==> src/rtl/led_trail_pwm.sv <==
// led_trail_pwm: drives the board LEDs from the chaser pattern, adding a PWM fade-out trail.
// Latency: pattern_n sampled at edge N reaches led_n at edge N+1; the brightness it sets affects PWM from N+2.
// Backpressure: none; the block takes a new pattern every cycle and never stalls.
//
// Ports:
//   Clock      - system clock, everything is on its rising edge
//   Reset      - synchronous, active-low; clears every register, overrides enable
//   enable     - 1 = run; 0 = blank the LEDs, clear the trail, freeze the counters
//   pattern_n  - 8-bit active-low pattern from the chaser (0 = lit), same clock domain
//   led_n      - 8-bit active-low LED pin drive, registered
//   decay_tick - registered one-cycle pulse on every global decay step
module led_trail_pwm #(
  parameter int PWM_BITS     = 4,
  parameter int DECAY_PERIOD = 1048576
) (
  input  logic       Clock,
  input  logic       Reset,
  input  logic       enable,
  input  logic [7:0] pattern_n,
  output logic [7:0] led_n,
  output logic       decay_tick
);

  localparam int                  DEC_W    = $clog2(DECAY_PERIOD);
  localparam logic [PWM_BITS-1:0] MAX      = {PWM_BITS{1'b1}};
  localparam logic [PWM_BITS-1:0] PWM_ONE  = PWM_BITS'(1);
  localparam logic [DEC_W-1:0]    DEC_ONE  = DEC_W'(1);
  localparam logic [DEC_W-1:0]    DEC_LAST = DEC_W'(DECAY_PERIOD - 1);

  logic [7:0]          r_pat;         // active-high copy of the pattern
  logic [PWM_BITS-1:0] r_pwm_cnt;
  logic [DEC_W-1:0]    r_dec_cnt;
  logic                r_decay_tick;
  logic [PWM_BITS-1:0] r_b [8];       // per-LED brightness
  logic [7:0]          r_led_n;

  logic                w_dec_wrap;
  logic [PWM_BITS-1:0] w_b_next [8];
  logic [7:0]          w_led_n_next;

  always_comb begin
    w_dec_wrap   = (r_dec_cnt == DEC_LAST);
    w_led_n_next = 8'hFF;
    for (int i = 0; i < 8; i++) begin
      w_b_next[i] = r_b[i];
      // A lit LED reloads to full brightness even on a decay cycle, so a
      // re-lit LED never gets knocked down by a coincident tick.
      if (!enable) begin
        w_b_next[i] = '0;
      end else if (r_pat[i]) begin
        w_b_next[i] = MAX;
      end else if (r_decay_tick && (r_b[i] != '0)) begin
        w_b_next[i] = r_b[i] - PWM_ONE;
      end
      // Lit LEDs bypass the PWM compare so they stay at 100% duty.
      w_led_n_next[i] = ~(enable & (r_pat[i] | (r_b[i] > r_pwm_cnt)));
    end
  end

  always_ff @(posedge Clock) begin
    if (!Reset) begin
      r_pat        <= '0;
      r_pwm_cnt    <= '0;
      r_dec_cnt    <= '0;
      r_decay_tick <= 1'b0;
      r_led_n      <= 8'hFF;
      for (int i = 0; i < 8; i++) begin
        r_b[i] <= '0;
      end
    end else begin
      r_pat <= ~pattern_n;
      // Counters freeze while disabled and resume from where they stopped.
      if (enable) begin
        r_pwm_cnt <= r_pwm_cnt + PWM_ONE;
        r_dec_cnt <= w_dec_wrap ? '0 : (r_dec_cnt + DEC_ONE);
      end
      r_decay_tick <= w_dec_wrap & enable;
      r_led_n      <= w_led_n_next;
      for (int i = 0; i < 8; i++) begin
        r_b[i] <= w_b_next[i];
      end
    end
  end

  assign led_n      = r_led_n;
  assign decay_tick = r_decay_tick;

endmodule

==> config.mk <==
export PLATFORM = sky130hd
export DESIGN_NAME = led_trail_pwm
export DESIGN_NICKNAME = d
export VERILOG_FILES = /design/src/rtl/led_trail_pwm.sv
export SDC_FILE = /design/constraint.sdc
export NUM_CORES = 1
export LEC_CHECK = 0
export CAP_MARGIN = 20
export CORE_MARGIN = 4
export CORE_UTILIZATION = 30
export CTS_BUF_LIST = sky130_fd_sc_hd__clkbuf_16
export DETAILED_ROUTE_END_ITERATION = 8
export SETUP_SLACK_MARGIN = 0.4
export SLEW_MARGIN = 5
export SYNTH_ARGS = -nofsm -noshare
export SYNTH_HDL_FRONTEND = slang
export SYNTH_SLANG_ARGS = --single-unit
==> constraint.sdc <==
create_clock -name Clock -period 3.1 [get_ports Clock]
set_input_delay 0.93 -clock Clock [delete_from_list [all_inputs] [get_ports Clock]]
set_output_delay 0.93 -clock Clock [all_outputs]
set_load 0.05 [all_outputs]
Yosys cells after proc, flatten, opt, wreduce, memory -nomap -nowiden
Memory sizes are Yosys's and may differ from the RTL's.
Cells that the tools add are included.
{"block": "word_totals", "ff_bits": 41, "ramBits": 32, "input_bits": 11, "output_inout_bits": 9, "memories": 1}
{"name": "r_b", "depth": 8, "word_bits": 4, "rd": 8, "rd_clocked_by_memory_dff": 0, "wr": 8, "line": "34", "text": "logic [PWM_BITS-1:0] r_b [8];"}
{"block": "classes", "add_sub_neg": 10, "n_lt_le_gt_ge": 8, "eq_ne": 1, "muxes": 35, "n_bitwise": 34, "n_reduce_logical": 16}
{"op": "two-way mux 4 bit", "count": 32}
{"op": "greater-than comparator 4 bit", "count": 8}
{"op": "nonzero test 4 bit", "count": 8}
{"op": "subtractor 4 x 1 -> 4 bit (second input constant)", "count": 8}
{"op": "adder 20 x 1 -> 20 bit (second input constant)", "count": 1}
{"op": "== test 20 bit (second input constant)", "count": 1}
{"op": "two-way mux 20 bit", "count": 1}
{"op": "bitwise OR 1 bit", "count": 16}
{"op": "bitwise AND 1 bit", "count": 9}
{"op": "logical AND 1 bit", "count": 8}
{"op": "inverter 1 bit", "count": 8}
{"op": "inverter 8 bit", "count": 1}
{"op": "adder 4 x 1 -> 4 bit (second input constant)", "count": 1}
{"op": "two-way mux 1 bit", "count": 2}

Logic depth before layout (Yosys ltp)
Gate-level depths: netlist of the first run.
{"block": "logic_depth", "depth_word": 6, "mapped_depth": 6}

Worst setup path after synthesis of the first run
No wires, ideal clock.
{"block": "synth_path", "path_kind": "input -> register", "startpoint": "input port enable", "endpoint": "register r_dec_cnt[10]", "setup_time_ns": 0.115, "arrival_ns": 1.961, "required_time_ns": 2.985, "slack_ns": 1.024, "path_stages": 5, "cell_sequence": "nand4_1 or2_2 o31ai_4 buf_6 nor2_1"}
{"item": "start, declared", "line": "18", "text": "input logic enable,"}
{"item": "end signal, assigned", "line": "75", "text": "r_dec_cnt <= w_dec_wrap ? '0 : (r_dec_cnt + DEC_ONE);"}
{"item": "end, declared", "line": "32", "text": "logic [DEC_W-1:0] r_dec_cnt;"}

==> flow_summary.json, run 1 <==
{
  "fin_skew_ns": 0.006794,
  "synth_ff_type": "dfxtp_1",
  "cts.clk_slew.worst_paths_ns": 0.06,
  "synth_seq_cells": 73,
  "seq_area_frac_synth_pct": 38.84,
  "dp_hpwl_um": 5418,
  "pwr-share-comb_pct": 10.8,
  "slew_viol_final": 0,
  "peakVddDrop_uv": 275.1,
  "clkSinkCount": 73,
  "viasPerCell": 4.840,
  "drt.antenna.violating_nets": 0,
  "synth_area_leader_cell": "dfxtp_1",
  "worst_pin_slew_ns": 0.6497,
  "dp.cells": 603,
  "regArea_um2": 1461,
  "synth_compound_area_share_pct": 16.53,
  "synthMuxAreaShare_pct": 1.663,
  "portBuffers": 19,
  "clock-root-buffer": "clkbuf_16",
  "crit_path_end_kind": "flop",
  "syn_inst": 422,
  "syn_to_final_growth_pct": 18.49,
  "insertion_delay_ns": 0.33,
  "rows": 40,
  "die_area_um2": 14400,
  "synth_common_cells": "73 x dfxtp_1, 42 x ha_1, 42 x nor2_1, 37 x inv_1, 29 x a21oi_1",
  "post_cts.repair.setup_buffers": 0,
  "ys_types": 38,
  "grt_usage_pct": 11.52,
  "crit_fanout": 8,
  "rsz0062_at_grt": "no",
  "final_cells": 619,
  "clock_power_share_pct": 46.8,
  "cts_tree": "built",
  "start_kind": "primary input",
  "holdCritPathClass": "reg2reg",
  "worstPathArrival_ns": 2.64,
  "critPathRequiredTime_ns": 3.37,
  "clockBufferDepth": 2,
  "power_mw": 2.371,
  "grt_pass1_wl_um": 13430,
  "coreArea_um2": 12160,
  "leakagePower_nw": 1.705,
  "synth_nets": 475,
  "drt_iter0_markers": 157,
  "multi_input_area_um2": 2110,
  "netlist_area_um2": 3762,
  "power_switching_mw": 0.5818,
  "start_util_pct": 30.94,
  "die_y_um": 120.0,
  "pwr-share-seq_pct": 42.4,
  "slew_headroom_pct": 56.64,
  "nNetsFinal": 499,
  "ioPinCount": 20,
  "finalSetupViolCount": 0,
  "cts_hold_buf": 0,
  "gp_congestion": 0.7951,
  "drive_gt1_share_pct": 8.204,
  "synth_edf_count": 0,
  "power_switching_share_pct": 24.54,
  "synth-xor-area-share_pct": 6.984,
  "antenna_cells": 0,
  "powerDensity_nw_per_um2": 531.9,
  "fmax_mhz": 420.8,
  "grt_max_degree": 27,
  "synth-simple-area-share_pct": 16.93,
  "drv_cap": 0,
  "internal-power_mw": 1.789,
  "htreeDepth": 3,
  "die_w_um": 120.0,
  "fin_crit_sh_pct": 76.67,
  "synth_top_family_by_area": "simple AND/OR/NAND/NOR gates",
  "via_count": 2996,
  "cts_repair_resize_count": 0,
  "min_period_ns": 2.377,
  "grt_pass1_vias": 2966,
  "ys_async_sr_fraction_pct": 0,
  "routed_wl_um": 7668,
  "crit_type": "in2reg",
  "tns_ns": 0,
  "cts_buffers": 9,
  "yosysTopAreaCellShare_pct": 38.84,
  "synth_most_common_cell": "dfxtp_1",
  "drc": 0,
  "syn_area_per_cell_um2": 8.916,
  "outcome": "finished clean",
  "synth_warnings": 0,
  "yosys-top-cells-area": "dfxtp_1 39%, ha_1 14%, xnor2_1 5.8%",
  "final_hold_viol_count": 0,
  "nFillCells": 1245,
  "synth_fa_ha_area_share_pct": 13.97,
  "wire_per_inst_um": 12.39,
  "first_pass_iters": 4,
  "overflow": 0,
  "antenna_found_initial": 0
}
==> cell type report <==
class,count,share of cell area (%)
multi-input combinational,302,47.32
tap,168,4.715
inverter,37,3.115
clock inverter,7,2.133
timing repair buffer,23,4.884
sequential,73,32.78
clock buffer,9,5.052
==> power by group through the flow <==
stage,combinational [mW],clock [mW],sequential [mW]
5_1_grt,0.292,1.19,1.01
6_report,0.255,1.11,1.01
2_1_floorplan,0.157,0,1.05
3_3_place_gp,0.244,0,1.03
3_5_place_dp,0.258,0,1.03
4_1_cts,0.258,1.14,1.01
==> critical path, cell delays in order <==
cell and delay, ns:
clkdlybuf4s50_1 0.52, nand4_2 0.21, nor4_1 0.36, or3b_2 0.48
a21oi_1 0.15
==> logic make-up after synthesis <==
family,after synthesis
adders and majority gates,42
muxes,6
xor gates and xnor gates,30
AOI/OAI and AO/OA,101
DFF,73
and+or+nand+nor,123
buffers and inverters,47
==> flip-flops by register name (all words and copies together) (netlist names) <==
register    count
decay_tick      1
led_n           8
r_b            32
r_dec_cnt      20
r_pat           8
r_pwm_cnt       4
==> metrics by stage <==
| step | setup slack, ns | utilization (%) | area, µm² | hold slack [ns] |
|---|---|---|---|---|
| 5_1_grt | 0.5635 | 36.66 | 4458 | 0.4774 |
| 4_1_cts | 0.6895 | 36.66 | 4458 | 0.4496 |
| 2_1_floorplan | 1.024 | - | 3762 | 0.4230 |
| 6_report | 0.7234 | 36.66 | 4458 | 0.4487 |
| 3_5_place_dp | 0.3653 | 34.02 | 4138 | 0.4404 |
| 3_3_place_gp | 0.4155 | 34.02 | 4138 | 0.4457 |
==> placed cells by master, fill, tap and decap left out, drive strengths merged, types with 3 or more instances in the layout <==
master and n:
ha 42, nor2b 8, nor2 42, a31oi 16
buf 5, or2 6, o21a 6, nor3 8
nor4 6, or3 8, a21oi 30, nand2 15
a31o 4, inv 39, clkdlybuf4s50 18, xnor2 25
or4 3, clkinvlp 3, dfxtp 73, clkbuf 9
o21ai 28, nand4 15, o31ai 12, o311ai 4
nand3 6, xor2 5, mux2i 4
==> per-layer routing <==
layer	global-route usage, %	vias up	wire length (µm)
li1	-	1558	-
met5	0	-	0
met1	13.30	1390	3531
met3	3.911	13	304
met4	4.366	0	133
met2	19.63	35	3699
==> path summary, 6_finish.rpt <==
check,startpoint,to,slack [ns],cells after the start
min reg2reg,r_pat[7],led_n[7],0.45,1
max,enable,r_dec_cnt[17],0.72,5
min,r_pat[7],led_n[7],0.45,1
max reg2reg,r_dec_cnt[8],r_dec_cnt[19],1.27,4
(Power assumes the default switching activity.)
==> run 2: changes to the inputs <==
Clock period 3.1 ns to 1.9 ns, I/O delays scaled along.
==> flow_summary.json, run 2 (synthesis results as in run 1) <==
{
  "outcome": "finished clean",
  "slew_viol_final": 0,
  "drt_iter0_markers": 122,
  "final_area_um2": 5165,
  "via_count": 3261,
  "finalSetupViolCount": 0,
  "grt_pass1_wl_um": 14830,
  "fin_skew_ns": 0.005626,
  "cp_slowest_cell": "or3b_4",
  "largest_reg_flops": 32,
  "cts_tree": "built",
  "die_y_um": 120.0,
  "drt.antenna.violating_nets": 0,
  "reg_top3": "r_b: 32 flops, r_dec_cnt: 20 flops",
  "dp_hpwl_um": 5865,
  "routed_wl_um": 9058,
  "most-common-layout-cells": "51 x dfxtp_1, 40 x buf_4, 37 x nor2_1",
  "overflow": 0,
  "final_common_cell": "dfxtp_1",
  "drv_cap": 0,
  "post_dp_cell_area_um2": 4264,
  "ioPinCount": 20,
  "start_kind": "flop",
  "viasPerCell": 4.971,
  "htreeDepth": 3,
  "grt_usage_pct": 12.68,
  "clkSinkCount": 73,
  "antenna_cells": 0,
  "crit_chain": "nand4_2 > buf_4 > nor4_4 > or3b_4 > a21oi_2",
  "fin_crit_sh_pct": 79.32,
  "crit_path_end_kind": "flop",
  "nNetsFinal": 536,
  "syn_to_final_growth_pct": 37.28,
  "clockBufferDepth": 2,
  "crit_type": "reg2reg",
  "slew_headroom_pct": 71.19,
  "drive_gt1_share_pct": 31.15,
  "regMostFlops": "r_b",
  "die_area_um2": 14400,
  "gp_congestion": 0.7845,
  "hold_ws_ns": 0.4442,
  "grt_pass1_vias": 3395,
  "fmax_mhz": 663.6,
  "min_period_ns": 1.507,
  "first_pass_iters": 4,
  "drc": 0,
  "crit_fanout": 5,
  "power_mw": 3.990,
  "cts.clk_slew.worst_paths_ns": 0.06,
  "leakagePower_nw": 1.923,
  "die_w_um": 120.0,
  "coreArea_um2": 12160,
  "portBuffers": 19,
  "slowest_delay_ns": 0.41,
  "critPathRequiredTime_ns": 2.17,
  "grt_max_degree": 27,
  "powerDensity_nw_per_um2": 772.5,
  "worst_pin_slew_ns": 0.4267,
  "clock-root-buffer": "clkbuf_16",
  "rows": 40,
  "antenna_found_initial": 0,
  "worstPathArrival_ns": 1.78,
  "wire_per_inst_um": 13.81,
  "start_util_pct": 30.94,
  "holdCritPathClass": "reg2reg",
  "final_hold_viol_count": 0,
  "nFillCells": 1198,
  "insertion_delay_ns": 0.33,
  "r2r_setup_slack_ns": 0.39,
  "rsz0062_at_grt": "yes",
  "cts_buffers": 9,
  "peakVddDrop_uv": 477.1
}
[run 2: cell types whose count changed in the layout (fill, tap and decap cells not counted), moves of 6 or more]
cell             previous run  this run
buf_4                       5        40
dfxtp_1                    73        51
o21ai_0                    28        11
o21ai_1                     0        17
dfxtp_2                     0        15
ha_1                       42        30
clkdlybuf4s50_1            18         9
ha_4                        0         8
o31ai_1                    11         3
dfxtp_4                     0         7
o31ai_4                     1         8
inv_1                      38        32
[run 2: worst paths after layout]
check                           cells after the start            end    startpoint
worst max-delay path                                5  r_dec_cnt[17]  r_dec_cnt[7]
worst max register to register                      5  r_dec_cnt[17]  r_dec_cnt[7]
worst min register to register                      1       led_n[7]      r_pat[7]
worst min-delay path                                1       led_n[7]      r_pat[7]
[run 2: area by class of cell]
type	count	area, µm²	share of cell area, %
Clock inverter	7	93.84	1.817
Multi-Input combinational cell	302	2442	47.29
Timing Repair Buffer	60	536.8	10.39
Tap cell	168	210.2	4.070
Sequential cell	73	1506	29.17
Clock buffer	9	225.2	4.360
Inverter	37	150.1	2.907
[run 2: what timing repair did]
item / CTS / global route
gates resized for setup: 44 / 69
setup endpoints to repair: 43 / 47
pin swaps: 3 / 29
hold buffers: 0 / 0
setup buffers: 7 / 17
[run 2: critical path, delay by kind of cell (launching register included)]
kind                   cells  cell delay [ns]
flip-flops                 1             0.37
AO/OA/AOI/OAI              1             0.11
AND/OR/NAND/NOR            3             0.80
buffers and inverters      1             0.17
[run 2: metal layers]
| metal | vias up | part of all wire, % | global-route usage [%] |
|---|---|---|---|
| met1 | 1580 | 42 | 13.41 |
| met4 | 0 | 1.7 | 4.438 |
| li1 | 1628 | - | - |
| met5 | - | 0 | 0 |
| met3 | 16 | 3.1 | 3.817 |
| met2 | 37 | 53 | 23.67 |
[run 2: per-stage QoR]
| step | std cells | setup slack, ns | utilization, % | setup TNS [ns] |
|---|---|---|---|---|
| after floorplan | 422 | 0.2236 | - | 0 |
| after global placement | 616 | -0.2343 | 35.06 | -4.279 |
| after detailed placement | 616 | -0.2941 | 35.06 | -4.909 |
| after CTS | 639 | 0.2973 | 39.41 | 0 |
| after global routing | 656 | 0.3019 | 42.47 | 0 |
| final | 656 | 0.3930 | 42.47 | 0 |
[run 2: power by group]
group | internal, mW | total (mW) | switching, mW
Sequential | 1.58 | 1.64 | 0.0584
Combinational | 0.241 | 0.526 | 0.286
Clock | 1.15 | 1.82 | 0.676
